### config.mk
export PLATFORM = sky130hd
export DESIGN_NAME = axis_sync_fifo_flat
export DESIGN_NICKNAME = d
export VERILOG_FILES = /design/src/rtl/axis_pkg.sv /design/src/rtl/axis_if.sv /design/src/rtl/axis_sync_fifo_ptr_ctrl.sv /design/src/rtl/axis_sync_fifo.sv /design/src/flat_wrapper.sv
export SDC_FILE = /design/constraint.sdc
export NUM_CORES = 1
export LEC_CHECK = 0
export CAP_MARGIN = 0
export CORE_AREA = 4 4 162 180
export DETAILED_ROUTE_END_ITERATION = 16
export DIE_AREA = 0 0 166 184
export PLACE_DENSITY_LB_ADDON = 0.2
export SETUP_SLACK_MARGIN = 0.3
export SLEW_MARGIN = 25
export SYNTH_ARGS = -nofsm -noshare
export SYNTH_HDL_FRONTEND = slang
export SYNTH_HIERARCHICAL = 1
export SYNTH_SLANG_ARGS = --single-unit
### constraint.sdc
create_clock -name clk_i -period 5.9 [get_ports clk_i]
set_clock_uncertainty 0.2 [all_clocks]
set_input_delay 1.18 -clock clk_i [delete_from_list [all_inputs] [get_ports clk_i]]
set_output_delay 1.18 -clock clk_i [all_outputs]
set_load 0.005 [all_outputs]
### src/rtl/axis_pkg.sv
// Shared AXI-Stream definitions: sideband field widths, packed layout of the
// optional fields, and pack/unpack helpers for stored words.
package axis_pkg;

  localparam int AXIS_DATA_W = 40;
  localparam int AXIS_KEEP_W = AXIS_DATA_W / 8;
  localparam int AXIS_ID_W   = 4;
  localparam int AXIS_DEST_W = 4;
  localparam int AXIS_USER_W = 8;

`ifdef AXIS_EN_TSTRB
  localparam int TSTRB_W = AXIS_KEEP_W;
`else
  localparam int TSTRB_W = 0;
`endif
`ifdef AXIS_EN_TKEEP
  localparam int TKEEP_W = AXIS_KEEP_W;
`else
  localparam int TKEEP_W = 0;
`endif
`ifdef AXIS_EN_TLAST
  localparam int TLAST_W = 1;
`else
  localparam int TLAST_W = 0;
`endif
`ifdef AXIS_EN_TID
  localparam int TID_W = AXIS_ID_W;
`else
  localparam int TID_W = 0;
`endif
`ifdef AXIS_EN_TDEST
  localparam int TDEST_W = AXIS_DEST_W;
`else
  localparam int TDEST_W = 0;
`endif
`ifdef AXIS_EN_TUSER
  localparam int TUSER_W = AXIS_USER_W;
`else
  localparam int TUSER_W = 0;
`endif

  localparam int OFF_TSTRB = 0;
  localparam int OFF_TKEEP = OFF_TSTRB + TSTRB_W;
  localparam int OFF_TLAST = OFF_TKEEP + TKEEP_W;
  localparam int OFF_TID   = OFF_TLAST + TLAST_W;
  localparam int OFF_TDEST = OFF_TID + TID_W;
  localparam int OFF_TUSER = OFF_TDEST + TDEST_W;
  localparam int SB_W      = OFF_TUSER + TUSER_W;
  // One spare bit keeps the stored sideband legal when no field is enabled.
  localparam int SB_PW     = (SB_W > 0) ? SB_W : 1;

  typedef struct packed {
    logic [AXIS_KEEP_W-1:0] tstrb;
    logic [AXIS_KEEP_W-1:0] tkeep;
    logic                   tlast;
    logic [AXIS_ID_W-1:0]   tid;
    logic [AXIS_DEST_W-1:0] tdest;
    logic [AXIS_USER_W-1:0] tuser;
  } axis_sb_t;

  typedef logic [SB_PW-1:0] axis_sb_word_t;

  function automatic axis_sb_word_t axis_pack_sb(input axis_sb_t sb);
    axis_sb_word_t w;
    w = '0;
    if (TSTRB_W != 0) w |= axis_sb_word_t'(sb.tstrb) << OFF_TSTRB;
    if (TKEEP_W != 0) w |= axis_sb_word_t'(sb.tkeep) << OFF_TKEEP;
    if (TLAST_W != 0) w |= axis_sb_word_t'(sb.tlast) << OFF_TLAST;
    if (TID_W   != 0) w |= axis_sb_word_t'(sb.tid)   << OFF_TID;
    if (TDEST_W != 0) w |= axis_sb_word_t'(sb.tdest) << OFF_TDEST;
    if (TUSER_W != 0) w |= axis_sb_word_t'(sb.tuser) << OFF_TUSER;
    return w;
  endfunction

  function automatic axis_sb_t axis_unpack_sb(input axis_sb_word_t w);
    axis_sb_t sb;
    sb = '0;
    if (TSTRB_W != 0) sb.tstrb = AXIS_KEEP_W'(w >> OFF_TSTRB);
    if (TKEEP_W != 0) sb.tkeep = AXIS_KEEP_W'(w >> OFF_TKEEP);
    if (TLAST_W != 0) sb.tlast = 1'(w >> OFF_TLAST);
    if (TID_W   != 0) sb.tid   = AXIS_ID_W'(w >> OFF_TID);
    if (TDEST_W != 0) sb.tdest = AXIS_DEST_W'(w >> OFF_TDEST);
    if (TUSER_W != 0) sb.tuser = AXIS_USER_W'(w >> OFF_TUSER);
    return sb;
  endfunction

endpackage

### src/rtl/axis_if.sv
// AXI-Stream bundle; optional fields are always present, the FIFO carries only
// those enabled in axis_pkg.
interface axis_if
  import axis_pkg::*;
#(
  parameter int DATA_W = AXIS_DATA_W
) ();
  logic                   tvalid;
  logic                   tready;
  logic [DATA_W-1:0]      tdata;
  logic [AXIS_KEEP_W-1:0] tstrb;
  logic [AXIS_KEEP_W-1:0] tkeep;
  logic                   tlast;
  logic [AXIS_ID_W-1:0]   tid;
  logic [AXIS_DEST_W-1:0] tdest;
  logic [AXIS_USER_W-1:0] tuser;

  modport s (input tvalid, tdata, tstrb, tkeep, tlast, tid, tdest, tuser, output tready);
  modport m (output tvalid, tdata, tstrb, tkeep, tlast, tid, tdest, tuser, input tready);
endinterface

### src/rtl/axis_sync_fifo_ptr_ctrl.sv
// Pointer bookkeeping for a power-of-two FIFO: wrap-bit pointers, full/empty,
// handshake qualification, occupancy and high-watermark.
module fifo_ptr_ctrl #(
  parameter  int DEPTH = 8,
  localparam int AW    = $clog2(DEPTH),
  localparam int PW    = AW + 1
) (
  input  logic          clk_i,
  input  logic          rst_i,
  input  logic          wr_valid_i,
  input  logic          rd_ready_i,
  input  logic          max_clr_i,
  output logic          wr_ready_o,
  output logic          rd_valid_o,
  output logic          wr_en_o,
  output logic          rd_en_o,
  output logic [AW-1:0] wr_idx_o,
  output logic [AW-1:0] rd_idx_o,
  output logic [PW-1:0] level_o,
  output logic [PW-1:0] max_level_o
);

  logic [PW-1:0] wr_ptr_q, wr_ptr_d;
  logic [PW-1:0] rd_ptr_q, rd_ptr_d;
  logic [PW-1:0] max_q, max_d;
  logic [PW-1:0] level_d;
  logic          full, empty;

  assign full  = (wr_ptr_q ^ rd_ptr_q) == {1'b1, {AW{1'b0}}};
  assign empty = (wr_ptr_q == rd_ptr_q);

  // Both ready and valid come from registered state only, and are held low
  // in the reset cycle so nothing is accepted or emitted then.
  assign wr_ready_o = !full && !rst_i;
  assign rd_valid_o = !empty && !rst_i;
  assign wr_en_o    = wr_valid_i && wr_ready_o;
  assign rd_en_o    = rd_ready_i && rd_valid_o;

  assign wr_idx_o    = wr_ptr_q[AW-1:0];
  assign rd_idx_o    = rd_ptr_q[AW-1:0];
  assign level_o     = wr_ptr_q - rd_ptr_q;
  assign max_level_o = max_q;

  always_comb begin
    wr_ptr_d = wr_ptr_q + PW'(wr_en_o);
    rd_ptr_d = rd_ptr_q + PW'(rd_en_o);
    level_d  = wr_ptr_d - rd_ptr_d;
    max_d    = max_q;
    if (max_clr_i) begin
      max_d = level_d;
    end else if (level_d > max_q) begin
      max_d = level_d;
    end
  end

  always_ff @(posedge clk_i) begin
    if (rst_i) begin
      wr_ptr_q <= '0;
      rd_ptr_q <= '0;
      max_q    <= '0;
    end else begin
      wr_ptr_q <= wr_ptr_d;
      rd_ptr_q <= rd_ptr_d;
      max_q    <= max_d;
    end
  end

endmodule

### src/rtl/axis_sync_fifo.sv
// First-word-fall-through AXI-Stream FIFO in front of a router input port,
// with occupancy and high-watermark outputs.
module axis_sync_fifo
  import axis_pkg::*;
#(
  parameter  int AXIS_DATA_WIDTH = 40,
  parameter  int DEPTH           = 8,
  localparam int CNT_W           = $clog2(DEPTH) + 1
) (
  input  logic             clk_i,
  input  logic             rst_i,
  axis_if.s                s_axis,
  axis_if.m                m_axis,
  output logic [CNT_W-1:0] level_o,
  output logic [CNT_W-1:0] max_level_o,
  input  logic             max_clr_i
);

  localparam int AW     = $clog2(DEPTH);
  localparam int WORD_W = AXIS_DATA_WIDTH + SB_PW;

  logic [WORD_W-1:0] mem_q [DEPTH];
  logic              wr_en, rd_en;
  logic [AW-1:0]     wr_idx, rd_idx;
  logic              s_ready, m_valid;
  axis_sb_t          sb_in, sb_out;
  logic [WORD_W-1:0] wr_word, rd_word;

  fifo_ptr_ctrl #(.DEPTH(DEPTH)) u_ptr (
    .clk_i       (clk_i),
    .rst_i       (rst_i),
    .wr_valid_i  (s_axis.tvalid),
    .rd_ready_i  (m_axis.tready),
    .max_clr_i   (max_clr_i),
    .wr_ready_o  (s_ready),
    .rd_valid_o  (m_valid),
    .wr_en_o     (wr_en),
    .rd_en_o     (rd_en),
    .wr_idx_o    (wr_idx),
    .rd_idx_o    (rd_idx),
    .level_o     (level_o),
    .max_level_o (max_level_o)
  );

  always_comb begin
    sb_in       = '0;
    sb_in.tstrb = s_axis.tstrb;
    sb_in.tkeep = s_axis.tkeep;
    sb_in.tlast = s_axis.tlast;
    sb_in.tid   = s_axis.tid;
    sb_in.tdest = s_axis.tdest;
    sb_in.tuser = s_axis.tuser;
    wr_word     = {s_axis.tdata, axis_pack_sb(sb_in)};
  end

  // Writes are gated by the handshake, so idle-bus X never reaches storage.
  always_ff @(posedge clk_i) begin
    if (wr_en) begin
      mem_q[wr_idx] <= wr_word;
    end
  end

  assign rd_word = mem_q[rd_idx];
  assign sb_out  = axis_unpack_sb(rd_word[SB_PW-1:0]);

  assign s_axis.tready = s_ready;
  assign m_axis.tvalid = m_valid;
  assign m_axis.tdata  = rd_word[WORD_W-1 -: AXIS_DATA_WIDTH];
  assign m_axis.tstrb  = sb_out.tstrb;
  assign m_axis.tkeep  = sb_out.tkeep;
  assign m_axis.tlast  = sb_out.tlast;
  assign m_axis.tid    = sb_out.tid;
  assign m_axis.tdest  = sb_out.tdest;
  assign m_axis.tuser  = sb_out.tuser;

  logic unused_rd_en;
  assign unused_rd_en = rd_en;

endmodule

### src/flat_wrapper.sv
// flat-port wrapper written by rule: the top's interface ports become plain ports
module axis_sync_fifo_flat import axis_pkg::*;
#(
  parameter  int AXIS_DATA_WIDTH = 40,
  parameter  int DEPTH           = 8,
  localparam int CNT_W           = $clog2(DEPTH) + 1
)
  (clk_i, rst_i, level_o, max_level_o, max_clr_i, s_axis_tvalid, s_axis_tdata, s_axis_tstrb, s_axis_tkeep, s_axis_tlast, s_axis_tid, s_axis_tdest, s_axis_tuser, s_axis_tready, m_axis_tvalid, m_axis_tdata, m_axis_tstrb, m_axis_tkeep, m_axis_tlast, m_axis_tid, m_axis_tdest, m_axis_tuser, m_axis_tready);
  axis_if s_axis_i ();
  axis_if m_axis_i ();
  input  logic clk_i;
  input  logic rst_i;
  output logic [CNT_W-1:0] level_o;
  output logic [CNT_W-1:0] max_level_o;
  input  logic max_clr_i;
  input wire logic [$bits(s_axis_i.tvalid)-1:0] s_axis_tvalid;
  input wire logic [$bits(s_axis_i.tdata)-1:0] s_axis_tdata;
  input wire logic [$bits(s_axis_i.tstrb)-1:0] s_axis_tstrb;
  input wire logic [$bits(s_axis_i.tkeep)-1:0] s_axis_tkeep;
  input wire logic [$bits(s_axis_i.tlast)-1:0] s_axis_tlast;
  input wire logic [$bits(s_axis_i.tid)-1:0] s_axis_tid;
  input wire logic [$bits(s_axis_i.tdest)-1:0] s_axis_tdest;
  input wire logic [$bits(s_axis_i.tuser)-1:0] s_axis_tuser;
  output wire logic [$bits(s_axis_i.tready)-1:0] s_axis_tready;
  output wire logic [$bits(m_axis_i.tvalid)-1:0] m_axis_tvalid;
  output wire logic [$bits(m_axis_i.tdata)-1:0] m_axis_tdata;
  output wire logic [$bits(m_axis_i.tstrb)-1:0] m_axis_tstrb;
  output wire logic [$bits(m_axis_i.tkeep)-1:0] m_axis_tkeep;
  output wire logic [$bits(m_axis_i.tlast)-1:0] m_axis_tlast;
  output wire logic [$bits(m_axis_i.tid)-1:0] m_axis_tid;
  output wire logic [$bits(m_axis_i.tdest)-1:0] m_axis_tdest;
  output wire logic [$bits(m_axis_i.tuser)-1:0] m_axis_tuser;
  input wire logic [$bits(m_axis_i.tready)-1:0] m_axis_tready;
  assign s_axis_i.tvalid = s_axis_tvalid;
  assign s_axis_i.tdata = s_axis_tdata;
  assign s_axis_i.tstrb = s_axis_tstrb;
  assign s_axis_i.tkeep = s_axis_tkeep;
  assign s_axis_i.tlast = s_axis_tlast;
  assign s_axis_i.tid = s_axis_tid;
  assign s_axis_i.tdest = s_axis_tdest;
  assign s_axis_i.tuser = s_axis_tuser;
  assign s_axis_tready = s_axis_i.tready;
  assign m_axis_tvalid = m_axis_i.tvalid;
  assign m_axis_tdata = m_axis_i.tdata;
  assign m_axis_tstrb = m_axis_i.tstrb;
  assign m_axis_tkeep = m_axis_i.tkeep;
  assign m_axis_tlast = m_axis_i.tlast;
  assign m_axis_tid = m_axis_i.tid;
  assign m_axis_tdest = m_axis_i.tdest;
  assign m_axis_tuser = m_axis_i.tuser;
  assign m_axis_i.tready = m_axis_tready;
  axis_sync_fifo #(.AXIS_DATA_WIDTH(AXIS_DATA_WIDTH), .DEPTH(DEPTH)) u_core (.clk_i(clk_i), .rst_i(rst_i), .s_axis(s_axis_i), .m_axis(m_axis_i), .level_o(level_o), .max_level_o(max_level_o), .max_clr_i(max_clr_i));
endmodule
==> flow_summary_export.csv, run 1 <==
group,metric,value,unit
run_status,status,"complete, no violations",
layout,fin_util,57.14,%
layout,multi_input_area,0.003291,mm2
worst_hold_path,hold_path_depth,2,
layout,register_area,0.009858,mm2
worst_hold_path,worstHoldPathType,"flop to flop",
floorplan,rows,64,
critical_path,reg2reg_from,"u_core/u_ptr/wr_ptr_q[1]$_SDFF_PP0_",
floorplan,start_util,48.99,%
layout,fin_nets,800,
pwr,power_frac_seq,55.2,%
pwr,ir_drop,0.0001970,V
critical_path,worstReg2RegEnd,"u_core/u_ptr/max_level_o[3]$_SDFFE_PP0P_",
drt,post-route-drc-count,0,
pwr,p_int,3.825,mW
layout,drive_gt1_share,15.01,%
synth,synth_area,0.01346,mm2
synth,synth_cell_types,33,
pwr,comb_power_share,6.4,%
cts,cts_hold_buf,0,
synth,synth_seq_cells,332,
sta,tightest_slew,0.8061,ns
sta,min_period,4.638,ns
synth,async_flop_share,0,%
drt,wl_per_cell,22.65,um
global_routing,antenna_found_initial,1,
placed_design,gp_congestion,0.7538,
cts,cts_inserted_buffers,31,
floorplan,coreArea,0.02747,mm2
floorplan,die_w,166,um
cts,ctsResizeCount,0,
sta,finalSetupTns,0,ns
synth,synth_warnings,6,
sta,fin_crit_sh,78.62,%
critical_path,setup.worst_path.class,"flop to output pin",
synth,syn_avg_cell_area,22.35,um2
synth,synthCells,602,
job,cap_violations,0,
critical_path,critPathLaunchType,"flop",
pwr,power_leakage,5.105,nW
drt,initialDrtViolationCount,338,
drt,postRouteAntennaNets,0,
synth,synth-edff-count,320,
worst_hold_path,hold_end,"u_core/u_ptr/max_level_o[0]$_SDFFE_PP0P_",
global_routing,grtUsageTotal,16.21,%
pwr,netSwitchingFraction,19.68,%
layout,syn_to_final_growth,16.62,%
critical_path,reg2reg_slack,1.41,ns
worst_hold_path,holdCritStartpoint,"u_core/u_ptr/max_level_o[0]$_SDFFE_PP0P_",
cts,clockBufferDepth,3,
cts,root_buffer,"clkbuf_16",
sta,fmax,215.6,MHz
drt,route.vias.total,5973,
floorplan,die-area,0.03054,mm2
cts,cts_tree,"done",
sta,slew_headroom,46.13,%
sta,setup_viol,0,
pwr,finalPower,4.763,mW
critical_path,critPathMaxFanout,66,
layout,n_fill_cell,2000,
placed_design,dp_hpwl,13620,um
critical_path,crit_start,"u_core/u_ptr/rd_ptr_q[0]$_SDFF_PP0_",
floorplan,io_pins,149,
pwr,power_frac_clock,38.5,%
critical_path,required,4.52,ns
sta,finalHoldViolations,0,
critical_path,cp.arrival,3.26,ns
drt,first_pass_iters,4,
cts,path_clk_slew,0.06,ns
synth,synthFlopType,"edfxtp_1",
drt,wl,24820,um
layout,diodes,0,
global_routing,grt_pass1_wl,38030,um
critical_path,reg2reg_depth,17,
sta,rsz0062_at_grt,"no",
pwr,p_sw,0.9376,mW
global_routing,grt_max_degree,83,
cts,post_cts_buffers,0,
placed_design,io_buffers,94,
floorplan,die_h,184,um
synth,ys_seq_area_share,73.19,%
pwr,power_density,303.5,mW/mm2
global_routing,grt_pass1_vias,6466,
cts,clock_latency,0.54,ns
cts,htreeDepth,1,
drt,vias_per_cell,5.450,
global_routing,grt_overflow,0,
sta,slew_viol_final,0,
placed_design,post_dp_cell_area,0.01475,mm2
critical_path,end_kind,"output pin",
cts,clock-sinks,332,
layout,finalInstanceArea,0.01569,mm2
-- flip-flops by register name, summed over array words and instances (netlist names) --
name	cells
u_core/u_ptr/max_level_o	4
u_core/u_ptr/rd_ptr_q	4
u_core/mem_q	320
u_core/u_ptr/wr_ptr_q	4
-- per-layer routing --
layer / global-route usage [%] / vias up / routed length (um)
li1: - / 2690 / -
met1: 20.70 / 3122 / 10230
met2: 29.07 / 124 / 13060
met3: 3.441 / 35 / 1127
met4: 3.333 / 2 / 390
met5: 0 / - / 7
-- cell type report --
class                   count  area share, %
flip-flops and latches    332          62.82
repair buffers            107          6.904
inverters                  18         0.4305
clock inverters            18         0.9248
clock buffers              36          5.063
well taps                 363          2.894
multi-input cells         222          20.97
-- power by group through the flow --
stage / combinational [mW] / sequential (mW) / clock, mW
floorplan: 0.176 / 2.67 / 0
global placement: 0.295 / 2.67 / 0
detailed placement: 0.307 / 2.68 / 0
CTS: 0.308 / 2.63 / 1.89
global route: 0.331 / 2.63 / 1.99
finish: 0.304 / 2.63 / 1.83
-- layout by cell type, fill, tap and decap left out, types with 8 or more instances in the layout --
cell,count
buf_4,8
clkbuf_16,31
clkdlybuf4s50_1,94
conb_1,27
dfxtp_1,9
edfxtp_1,320
ha_1,14
inv_1,18
mux2_2,40
mux4_1,80
nor2_1,8
-- cells in the mapped netlist (all sizes together), types with 3 or more instances --
library cell    n  area, um2
nand3           4      25.02
nand2           4      15.01
xnor2           5      51.30
dfxtp          12      240.2
a21oi           6      30.03
nor2           14      52.55
mux4           80       2102
clkbuf         14      52.55
nor2b           3      18.77
xor2            5      43.79
mux2           40      450.4
edfxtp        320       9609
inv            18      67.56
nand2b          3      18.77
ha             14      175.2
buf            42      349.1
-- per-stage QoR --
stage / hold slack [ns] / std cells / setup slack (ns)
final: 0.3150 / 1096 / 1.262
after global routing: 0.3284 / 1096 / 1.082
after CTS: 0.3183 / 1096 / 0.9476
after detailed placement: 0.3053 / 1042 / 0.7843
after global placement: 0.2634 / 1042 / 0.8779
after floorplan: 0.2649 / 628 / 0.8312
-- how the worst max path moves through the flow --
stage          slack, ns                                  endpoint
2_1_floorplan       0.83              u_core/mem_q[0][0]$_DFFE_PP_
3_3_place_gp        0.88  u_core/u_ptr/max_level_o[3]$_SDFFE_PP0P_
3_5_place_dp        0.78  u_core/u_ptr/max_level_o[3]$_SDFFE_PP0P_
4_1_cts             0.95                          m_axis_tdata[39]
5_1_grt             1.08  u_core/u_ptr/max_level_o[3]$_SDFFE_PP0P_
6_report            1.26                          m_axis_tdata[39]
-- cell families (layout without fill, tap and decap cells) --
kind of cell               after synthesis  in the layout  share of synthesized area (%)
muxes                                  122            122                          19.12
other                                    1             27                        0.02787
AOI/OAI and AO/OA                       10             10                         0.4649
and+or+nand+nor                         37             37                          1.404
buffers and inverters                   74            179                          3.487
adders and majority gates               16             16                          1.599
xor gates and xnor gates                10             10                         0.7066
DFF                                    332            332                          73.19
-- worst max-delay path: stages (launching register included) --
cell and delay [ns]:
dfxtp_4 0.56, buf_6 0.68, mux4_1 0.65, mux2_2 0.28, clkdlybuf4s50_1 0.52
Note: power is estimated with default switching activity, not from simulation.
==> run 2, diff against run 1 <==
- clock period: 5.9 -> 3.95 ns (I/O delays scaled with it)
==> flow_summary_export.csv, run 2 (same netlist as run 1, synthesis figures left out) <==
group,metric,value,unit
critical_path,worstPathCellList,"inv_4 -> ha_4 -> and3_4 -> a21oi_4 -> and2_4 -> ha_4 -> ha_4 -> inv_4 -> ha_4 -> nor2b_1 -> o21ai_1 -> nand2_1 -> xor2_1 -> ha_1 -> nand3_2 -> o221ai_2 -> a21oi_2 -> or4b_1 -> nand3_1",
cts,path_clk_slew,0.06,ns
critical_path,crit_top_cell,"ha_4",
critical_path,crit_buf_inv,2,
drt,first_pass_iters,5,
layout,largest_reg_flops,320,
global_routing,grt_max_degree,83,
floorplan,start_util,48.99,%
critical_path,setup.worst_path.class,"flop to flop",
worst_hold_path,worstHoldPathType,"flop to flop",
critical_path,cpPeakStageDelay,0.52,ns
floorplan,rows,64,
global_routing,busiest_layer,"met2",
placed_design,dp_hpwl,13930,um
global_routing,grt_util_met3,3.011,%
drt,post-route-drc-count,0,
job,cap_violations,0,
global_routing,grt_overflow,0,
cts,root_buffer,"clkbuf_16",
layout,fin_util,59.41,%
critical_path,critPathLaunchType,"flop",
worst_hold_path,holdCritStartpoint,"u_core/u_ptr/max_level_o[3]$_SDFFE_PP0P_",
layout,diodes,0,
critical_path,end_kind,"flop",
sta,finalWorstSetupSlack,0.1150,ns
critical_path,critPathMaxFanout,3,
pwr,p_int,5.834,mW
layout,syn_to_final_growth,21.26,%
layout,final_common_cell,"edfxtp_1",
global_routing,use_met2,29.80,%
drt,wl_per_cell,23.40,um
placed_design,pre_cts_slack,-0.3763,ns
drt,route.vias.total,6186,
layout,largest-register,"u_core/mem_q",
global_routing,gr-usage-met1,21.10,%
pwr,power_frac_clock,38.4,%
critical_path,cp_top_family,"simple AND/OR/NAND/NOR gates",
critical_path,reg2reg_from,"u_core/u_ptr/rd_ptr_q[2]$_SDFF_PP0_",
cts,cts_tree,"done",
layout,instances_no_fill,1132,
critical_path,cp.arrival,4.12,ns
pwr,comb_power_share,7.7,%
placed_design,gp_congestion,0.7572,
pwr,power_frac_seq,53.9,%
placed_design,io_buffers,94,
placed_design,post_dp_cell_area,0.01502,mm2
floorplan,die_h,184,um
sta,rsz0062_at_grt,"yes",
sta,tightest_slew,0.5775,ns
sta,holdWs,0.3204,ns
pwr,power_leakage,5.366,nW
global_routing,grtUsageTotal,16.51,%
drt,vias_per_cell,5.465,
layout,drive_gt1_share,22.76,%
run_status,status,"complete, no violations",
layout,fin_nets,835,
cts,htreeDepth,1,
floorplan,die_w,166,um
critical_path,crit_start,"u_core/u_ptr/rd_ptr_q[2]$_SDFF_PP0_",
placed_design,place_inst,1062,
sta,slew_headroom,61.50,%
global_routing,grt_pass1_vias,6459,
critical_path,required,4.24,ns
sta,slew_viol_final,0,
sta,finalSetupTns,0,ns
sta,min_period,3.835,ns
cts,cts_inserted_buffers,31,
pwr,netSwitchingFraction,19.71,%
pwr,ir_drop,0.0002920,V
drt,postRouteAntennaNets,0,
sta,setup_viol,0,
sta,finalHoldViolations,0,
sta,fin_crit_sh,97.09,%
floorplan,io_pins,149,
global_routing,grt_pass1_wl,38470,um
pwr,power_density,445.3,mW/mm2
pwr,finalPower,7.266,mW
layout,layout_common_cells,"320 x edfxtp_1, 92 x clkdlybuf4s50_1, 80 x mux4_1",
sta,fmax,260.8,MHz
floorplan,die-area,0.03054,mm2
drt,initialDrtViolationCount,241,
layout,finalInstanceArea,0.01632,mm2
drt,wl,26490,um
cts,clockBufferDepth,3,
critical_path,crit_slowest_cell,"or4b_1",
floorplan,coreArea,0.02747,mm2
pwr,p_sw,1.432,mW
global_routing,antenna_found_initial,0,
cts,clock-sinks,332,
cts,clock_latency,0.54,ns
cts,cts_hold_buf,0,
run 2: cell count changes in the layout (fill, tap and decap cells not counted), moves of 4 or more:
cell / change
buf_4: +26
ha_1: -8
ha_4: +8
a21oi_1: -5
inv_1: -5
a21oi_2: +4
clkbuf_16: +4
run 2: path summary, 6_finish.rpt:
path,end,slack (ns),cells after the start
min reg2reg,u_core/u_ptr/max_level_o[3]$_SDFFE_PP0P_,0.32,2
max,u_core/u_ptr/max_level_o[3]$_SDFFE_PP0P_,0.12,19
max reg2reg,u_core/u_ptr/max_level_o[3]$_SDFFE_PP0P_,0.12,19
min,u_core/u_ptr/max_level_o[3]$_SDFFE_PP0P_,0.32,2
run 2: repair_timing:
item,CTS,global route
pin swaps,16,13
setup buffers,3,6
gates resized for setup,12,19
endpoints found under the setup margin,45,44
gates cloned,1,5
run 2: area by class of cell:
type                    instances  area (um2)
fillers                      1944       11150
flip-flops and latches        332        9863
inverters                      18       72.57
well taps                     363       454.2
clock inverters                19       163.9
multi-input cells             222        3486
repair buffers                142        1484
clock buffers                  36       794.5
run 2: routing by layer:
metal | share of wire [%] | up-vias
li1 | - | 2769
met1 | 41 | 3217
met2 | 52 | 163
met3 | 5.6 | 37
met4 | 1.9 | 0
met5 | 0 | -
run 2: power groups by stage:
stage | Clock (mW) | Combinational (mW) | Sequential (mW)
2_1_floorplan | 0 | 0.279 | 3.99
3_3_place_gp | 0 | 0.481 | 3.99
3_5_place_dp | 0 | 0.501 | 3.99
4_1_cts | 2.86 | 0.529 | 3.92
5_1_grt | 3.01 | 0.607 | 3.92
6_report | 2.79 | 0.561 | 3.92
run 2: worst min-delay path: cells and delay by family (launching register included):
family           cells  cell delay [ns]
flip-flops           1             0.32
AND/OR/NAND/NOR      2             0.15
==> run 3, diff against run 2 <==
- ABC_CLOCK_PERIOD_IN_PS: not set -> 3950
- CTS_CLUSTER_SIZE: not set -> 28
==> results of run 3 <==
No change in the layout: final DEF, timing and power equal those of run 2.
